`src/rtl/uart_pkg.sv`:
```
// rtl/uart_pkg.sv - shared UART constants and state type
// Shared by uart_rcv and UART_tx.
//   BAUD_DIV_DEFAULT : clocks per bit (50 MHz clock, 19200 baud)
//   HALF_BAUD        : half-bit offset that centres sampling in each bit
//   uart_state_e     : IDLE / RECEIVE (receiver) state encoding
//   half_baud()      : half-bit offset for any divider value
package uart_pkg;

    localparam int BAUD_DIV_DEFAULT = 2604;

    function automatic int half_baud(input int baud_div);
        return baud_div / 2;
    endfunction

    localparam int HALF_BAUD = half_baud(BAUD_DIV_DEFAULT);

    typedef enum logic {
        IDLE    = 1'b0,
        RECEIVE = 1'b1
    } uart_state_e;

endpackage

```
`src/rtl/uart_rcv.sv`:
```
// rtl/uart_rcv.sv - 8N1 UART receiver with sticky ready flag
// Optional feature macro: UART_RCV_FRM_ERR_EN (stop-bit error flag).
// Ports:
//   clk      in   system clock, rising edge
//   rst_n    in   asynchronous active-low reset
//   RX       in   asynchronous serial line, idle high, 8N1, LSB first
//   clr_rdy  in   consumer acknowledge, clears rdy (and frm_err)
//   rx_data  out  [7:0] last correctly completed byte
//   rdy      out  byte available, held until cleared
//   frm_err  out  stop bit sampled low (only with UART_RCV_FRM_ERR_EN)
module uart_rcv
    import uart_pkg::*;
#(
    parameter int BAUD_DIV = BAUD_DIV_DEFAULT
) (
    input  logic       clk,
    input  logic       rst_n,
    input  logic       RX,
    input  logic       clr_rdy,
    output logic [7:0] rx_data,
    output logic       rdy
`ifdef UART_RCV_FRM_ERR_EN
    ,
    output logic       frm_err
`endif
);

    localparam int               CNT_W    = $clog2(BAUD_DIV + 1);
    localparam logic [CNT_W-1:0] CNT_FULL = CNT_W'(BAUD_DIV);
    localparam logic [CNT_W-1:0] CNT_HALF = CNT_W'(half_baud(BAUD_DIV));
    localparam logic [CNT_W-1:0] CNT_ONE  = CNT_W'(1);
    localparam logic [3:0]       LAST_BIT = 4'd9;

    logic             rx_meta_q;
    logic             rx_sync_q;
    uart_state_e      state_q;
    logic [CNT_W-1:0] baud_cnt_q;
    logic [3:0]       bit_cnt_q;
    logic [8:0]       shift_q;
    logic [8:0]       shift_d;
    logic             armed_q;
    logic [7:0]       rx_data_q;
    logic             rdy_q;
    logic             baud_tick;
    logic             start_ok;
`ifdef UART_RCV_FRM_ERR_EN
    logic             frm_err_q;
`endif

    // Counter expires when it would reach zero, so a reload of BAUD_DIV
    // gives exactly BAUD_DIV clocks between samples.
    assign baud_tick = (baud_cnt_q == CNT_ONE);
    assign shift_d   = {rx_sync_q, shift_q[8:1]};
    // At the stop sample shift_q holds {d7..d0, start}; the start sample
    // was already verified low, so this only guards against a corrupt frame.
    assign start_ok  = ~shift_q[0];

    always_ff @(posedge clk or negedge rst_n) begin
        if (!rst_n) begin
            rx_meta_q  <= 1'b1;
            rx_sync_q  <= 1'b1;
            state_q    <= IDLE;
            baud_cnt_q <= '0;
            bit_cnt_q  <= '0;
            shift_q    <= '0;
            armed_q    <= 1'b1;
            rx_data_q  <= 8'h00;
            rdy_q      <= 1'b0;
`ifdef UART_RCV_FRM_ERR_EN
            frm_err_q  <= 1'b0;
`endif
        end else begin
            rx_meta_q <= RX;
            rx_sync_q <= rx_meta_q;

            // Completion below is written later, so a set in the same clock wins.
            if (clr_rdy) begin
                rdy_q <= 1'b0;
`ifdef UART_RCV_FRM_ERR_EN
                frm_err_q <= 1'b0;
`endif
            end

            case (state_q)
                IDLE: begin
                    // After a frame whose stop bit was low (break), the line
                    // must return high before another start is accepted.
                    if (rx_sync_q) begin
                        armed_q <= 1'b1;
                    end else if (armed_q) begin
                        state_q    <= RECEIVE;
                        baud_cnt_q <= CNT_HALF;
                        bit_cnt_q  <= '0;
                        rdy_q      <= 1'b0;
`ifdef UART_RCV_FRM_ERR_EN
                        frm_err_q  <= 1'b0;
`endif
                    end
                end
                RECEIVE: begin
                    if (!baud_tick) begin
                        baud_cnt_q <= baud_cnt_q - CNT_ONE;
                    end else begin
                        baud_cnt_q <= CNT_FULL;
                        if (bit_cnt_q == 4'd0 && rx_sync_q) begin
                            // Start bit high at mid-bit: a glitch, not a frame.
                            state_q <= IDLE;
                        end else begin
                            shift_q   <= shift_d;
                            bit_cnt_q <= bit_cnt_q + 4'd1;
                            if (bit_cnt_q == LAST_BIT) begin
                                state_q <= IDLE;
                                armed_q <= rx_sync_q;
`ifdef UART_RCV_FRM_ERR_EN
                                if (rx_sync_q && start_ok) begin
                                    rx_data_q <= shift_q[8:1];
                                    rdy_q     <= 1'b1;
                                end else begin
                                    frm_err_q <= 1'b1;
                                end
`else
                                if (start_ok) begin
                                    rx_data_q <= shift_q[8:1];
                                    rdy_q     <= 1'b1;
                                end
`endif
                            end
                        end
                    end
                end
                default: state_q <= IDLE;
            endcase
        end
    end

    assign rx_data = rx_data_q;
    assign rdy     = rdy_q;
`ifdef UART_RCV_FRM_ERR_EN
    assign frm_err = frm_err_q;
`endif

endmodule

```
`config.mk`:
```
export PLATFORM = sky130hd
export DESIGN_NAME = uart_rcv
export DESIGN_NICKNAME = d
export VERILOG_FILES = /design/src/rtl/uart_pkg.sv /design/src/rtl/uart_rcv.sv
export SDC_FILE = /design/constraint.sdc
export NUM_CORES = 1
export LEC_CHECK = 0
export BUFFER_PORTS_ARGS = -buffer_cell sky130_fd_sc_hd__buf_4
export CORE_MARGIN = 3
export CORE_UTILIZATION = 53
export DETAILED_ROUTE_END_ITERATION = 8
export PLACE_DENSITY = 0.78
export SYNTH_ARGS = -nofsm -noshare
export SYNTH_HDL_FRONTEND = slang
export SYNTH_SLANG_ARGS = --single-unit
```
`constraint.sdc`:
```
create_clock -name clk -period 2.35 [get_ports clk]
set_clock_uncertainty 0.2 [all_clocks]
set_input_delay 0.47 -clock clk [delete_from_list [all_inputs] [get_ports clk]]
set_output_delay 0.47 -clock clk [all_outputs]
set_load 0.02 [all_outputs]
```
==> impl_metrics.env <==
export IMPL_layout_cells_most_common="dfrtp_1"
export IMPL_synth_xor_area_share=0
export IMPL_dp_cells=213
export IMPL_clk_pin_slew_ns=0.12
export IMPL_worst_setup_path_start_kind="flip-flop"
export IMPL_ys_warn_count=0
export IMPL_fin_nets=194
export IMPL_p_int_uw=1380
export IMPL_rrSetupSlack_ns=-0.04
export IMPL_final_cell_mix="dfrtp_1 (35), buf_4 (24), nand2_1 (12), o21ai_0 (12), mux2_4 (10)"
export IMPL_muxShareOfSynthArea=0.130
export IMPL_ir_drop_v=0.000639
export IMPL_finalHoldViolations=0
export IMPL_insertedDiodeCount=0
export IMPL_status="finished with violations"
export IMPL_combPwrFrac=0.284
export IMPL_r2r_end="rx_data[7]$_DFFE_PN0P_"
export IMPL_synth_compound_area_frac=0.124
export IMPL_cellLeakagePower_uw=0.00104
export IMPL_worst_pin_slew_ns=0.586
export IMPL_wl_mm=4.02
export IMPL_synthCells=155
export IMPL_p_seq_frac=0.443
export IMPL_placed_cell_area_um2=2030
export IMPL_seq_area_frac_synth=0.510
export IMPL_synthSimpleGateAreaFrac=0.169
export IMPL_syn_nets=164
export IMPL_crit_chain="inv_2, ha_4, or4b_4, nor4_4, buf_6, nand3_4, mux2_4"
export IMPL_preCtsSetupSlack_ns=0.00486
export IMPL_p_sw_uw=681
export IMPL_die_height_um=65.4
export IMPL_cp_top_family="simple AND/OR/NAND/NOR gates"
export IMPL_final_cells=230
export IMPL_grt_pass1_vias=1254
export IMPL_clock_sinks=38
export IMPL_die_w_um=65.4
export IMPL_grt_pass1_wl_mm=6.04
export IMPL_min_path_type="in2reg"
export IMPL_globalRouteTotalUtil=0.186
export IMPL_synth_area_um2=1870
export IMPL_drc=0
export IMPL_max_slew_margin=0.608
export IMPL_grt_max_degree=39
export IMPL_cts_buffers=5
export IMPL_root_buffer="clkbuf_4"
export IMPL_io_pins=13
export IMPL_num_vias=1399
export IMPL_cts_max_path_buffers=2
export IMPL_row_count=20
export IMPL_crit_type="reg2reg"
export IMPL_finalWeightedCongestion=0.795
export IMPL_worst_path_largest_cell_delay_ns=0.48
export IMPL_fmax_mhz=419
export IMPL_critPathBufInv=2
export IMPL_avgViaCountPerCell=6.08
export IMPL_pwr_share_clk=0.273
export IMPL_detail_route_iter0_violations=117
export IMPL_fp_dieArea_um2=4280
export IMPL_hp_start="clr_rdy"
export IMPL_firstDrtPassIters=4
export IMPL_rsz0062_at_grt="true"
export IMPL_finalCritPeriodShare=1.02
export IMPL_cp_max_fo=5
export IMPL_core_area_um2=3200
export IMPL_syn_to_final_growth_pct=20.4
export IMPL_drive_above_1_share=0.360
export IMPL_min_delay_path_depth=3
export IMPL_critPathSlowestCell="or4b_4"
export IMPL_fin_tns_setup_ns=-0.0943
export IMPL_fin_crit_ns=2.39
export IMPL_worstSkewPairLatency_ns=0.36
export IMPL_power_density_nw_per_um2=916
export IMPL_maxCapViolations=0
export IMPL_synth_top_family_by_area="simple AND/OR/NAND/NOR gates"
export IMPL_hold_ws_ns=0.158
export IMPL_dp_hpwl_mm=2.44
export IMPL_yosysUniqueCellTypes=43
export IMPL_cp_end_kind="flip-flop"
export IMPL_rr_startpoint="baud_cnt_q[1]$_DFFE_PN0P_"
export IMPL_switching_share=0.330
export IMPL_cts_tree="done"
export IMPL_postLayoutSetupSlackWorst_ns=-0.0392
export IMPL_overflow=0
export IMPL_violations="setup timing"
export IMPL_syn_mean_instance_area_um2=12.1
export IMPL_port_buffers=12
export IMPL_cp_arrival_ns=2.44
export IMPL_htreeDepth=2
export IMPL_maxSlewViolCount=0
export IMPL_drt_wirelength_per_cell_um=17.5
export IMPL_ys_ff_latch=38
export IMPL_design_area_um2=2250
export IMPL_synth_adder_area_share=0.0334
export IMPL_finalSetupViolCount=4
export IMPL_antenna_left=0
export IMPL_start_util=0.584
export IMPL_antenna_found_initial=0
export IMPL_whs_endpoint="rdy$_DFF_PN0_"
export IMPL_required_ns=2.40
export IMPL_reg2regPathDepth=7
==> worst reg2reg max path: stages (launching register included) <==
cell	delay, ns
dfrtp_1	0.41
inv_2	0.08
ha_4	0.12
or4b_4	0.48
nor4_4	0.33
buf_6	0.18
nand3_4	0.13
mux2_4	0.35
==> synthesized netlist by cell type <==
cell type / n / area share
a211o_1: 2 / 0.0094
clkbuf_1: 3 / 0.0060
or4b_4: 1 / 0.0074
o21ai_0: 13 / 0.035
ha_1: 5 / 0.033
nand3b_1: 3 / 0.012
or4_1: 3 / 0.012
nor4_4: 1 / 0.011
o22ai_1: 1 / 0.0033
and2_1: 1 / 0.0033
nor4bb_1: 1 / 0.0054
mux2_4: 8 / 0.064
a22o_1: 2 / 0.0094
nand4_1: 2 / 0.0067
dfstp_2: 3 / 0.042
dfrtp_1: 35 / 0.47
or3_1: 4 / 0.013
buf_12: 1 / 0.011
nor4_1: 2 / 0.0067
nor2_1: 5 / 0.010
a21o_1: 1 / 0.0040
o211ai_1: 3 / 0.012
inv_1: 4 / 0.0080
nor3_1: 3 / 0.0080
o311a_1: 1 / 0.0054
buf_2: 1 / 0.0027
o41ai_2: 1 / 0.0087
o41a_1: 2 / 0.012
mux2_2: 10 / 0.060
a21oi_1: 3 / 0.0080
nand2_1: 12 / 0.024
and2_4: 1 / 0.0047
or4_4: 1 / 0.0060
nand3_1: 3 / 0.0080
nand2b_1: 2 / 0.0067
nand3_4: 1 / 0.0094
nor2b_1: 4 / 0.013
a221o_1: 1 / 0.0054
mux2i_1: 1 / 0.0054
o31a_1: 1 / 0.0047
buf_6: 1 / 0.0060
o31ai_1: 1 / 0.0040
a31oi_1: 1 / 0.0033
==> through the flow <==
stage                util  total power [uW]
floorplan               -              1250
finish              0.703              2060
CTS                 0.675              1990
detailed placement  0.633              1410
global route        0.703              2170
global placement    0.633              1360
==> power by group through the flow <==
| stage | Combinational (uW) | Clock [uW] | Sequential (uW) |
|---|---|---|---|
| after CTS | 524 | 567 | 896 |
| after detailed placement | 495 | 0 | 910 |
| after global routing | 648 | 595 | 930 |
| after floorplan | 355 | 0 | 897 |
| after global placement | 460 | 0 | 897 |
| final | 585 | 564 | 913 |
==> registers in the layout, summed over array words and instances (netlist names) <==
signal,count
baud_cnt_q,12
shift_q,9
rx_data,8
rx_sync_q,1
armed_q,1
bit_cnt_q,4
state_q,1
rx_meta_q,1
rdy,1
==> cells by family (layout without fill, tap and decap cells) <==
family                   count (synthesis)  after routing
AND/OR/NAND/NOR                         50             52
buffers and inverters                   10             39
AO/OA/AOI/OAI                           33             33
multiplexers                            19             19
flip-flops                              38             38
adder cells (fa/ha/maj)                  5              5
==> layout make-up <==
| type | count | area, um^2 |
|---|---|---|
| fillers | 243 | 951 |
| clock buffers | 5 | 37.5 |
| flip-flops and latches | 38 | 955 |
| clock inverters | 3 | 68.8 |
| repair buffers | 27 | 211 |
| multi-input cells | 109 | 910 |
| inverters | 4 | 15.0 |
| well taps | 44 | 55.1 |
==> worst max-delay path by stage <==
stage,startpoint,to,slack (ns),depth (start not counted)
global placement,baud_cnt_q[1]$_DFFE_PN0P_,bit_cnt_q[3]$_DFFE_PN0P_,0.08,6
CTS,baud_cnt_q[1]$_DFFE_PN0P_,bit_cnt_q[3]$_DFFE_PN0P_,0.01,6
floorplan,baud_cnt_q[1]$_DFFE_PN0P_,shift_q[0]$_DFFE_PN0P_,-0.05,7
global route,baud_cnt_q[1]$_DFFE_PN0P_,rx_data[7]$_DFFE_PN0P_,-0.14,7
finish,baud_cnt_q[1]$_DFFE_PN0P_,rx_data[7]$_DFFE_PN0P_,-0.04,7
detailed placement,baud_cnt_q[1]$_DFFE_PN0P_,rx_data[7]$_DFFE_PN0P_,0.005,7
==> metal layers <==
| metal | wire length, um | share of wire | vias to the layer above | global-route usage |
|---|---|---|---|---|
| met4 | 70 | 0.017 | 0 | 0.0829 |
| met3 | 263 | 0.065 | 9 | 0.0462 |
| met5 | 0 | 0 | - | 0 |
| met2 | 1930 | 0.48 | 61 | 0.288 |
| met1 | 1760 | 0.44 | 681 | 0.246 |
| li1 | - | - | 648 | - |
==> what timing repair did <==
action	4_1_cts	5_1_grt
endpoints found under the hold margin	36	0
setup buffers	1	4
gates cloned	0	2
hold buffers	2	0
pin swaps	0	1
gates resized for setup	0	11
endpoints found under the setup margin	4	18
Note: power is estimated with default switching activity, not from simulation.
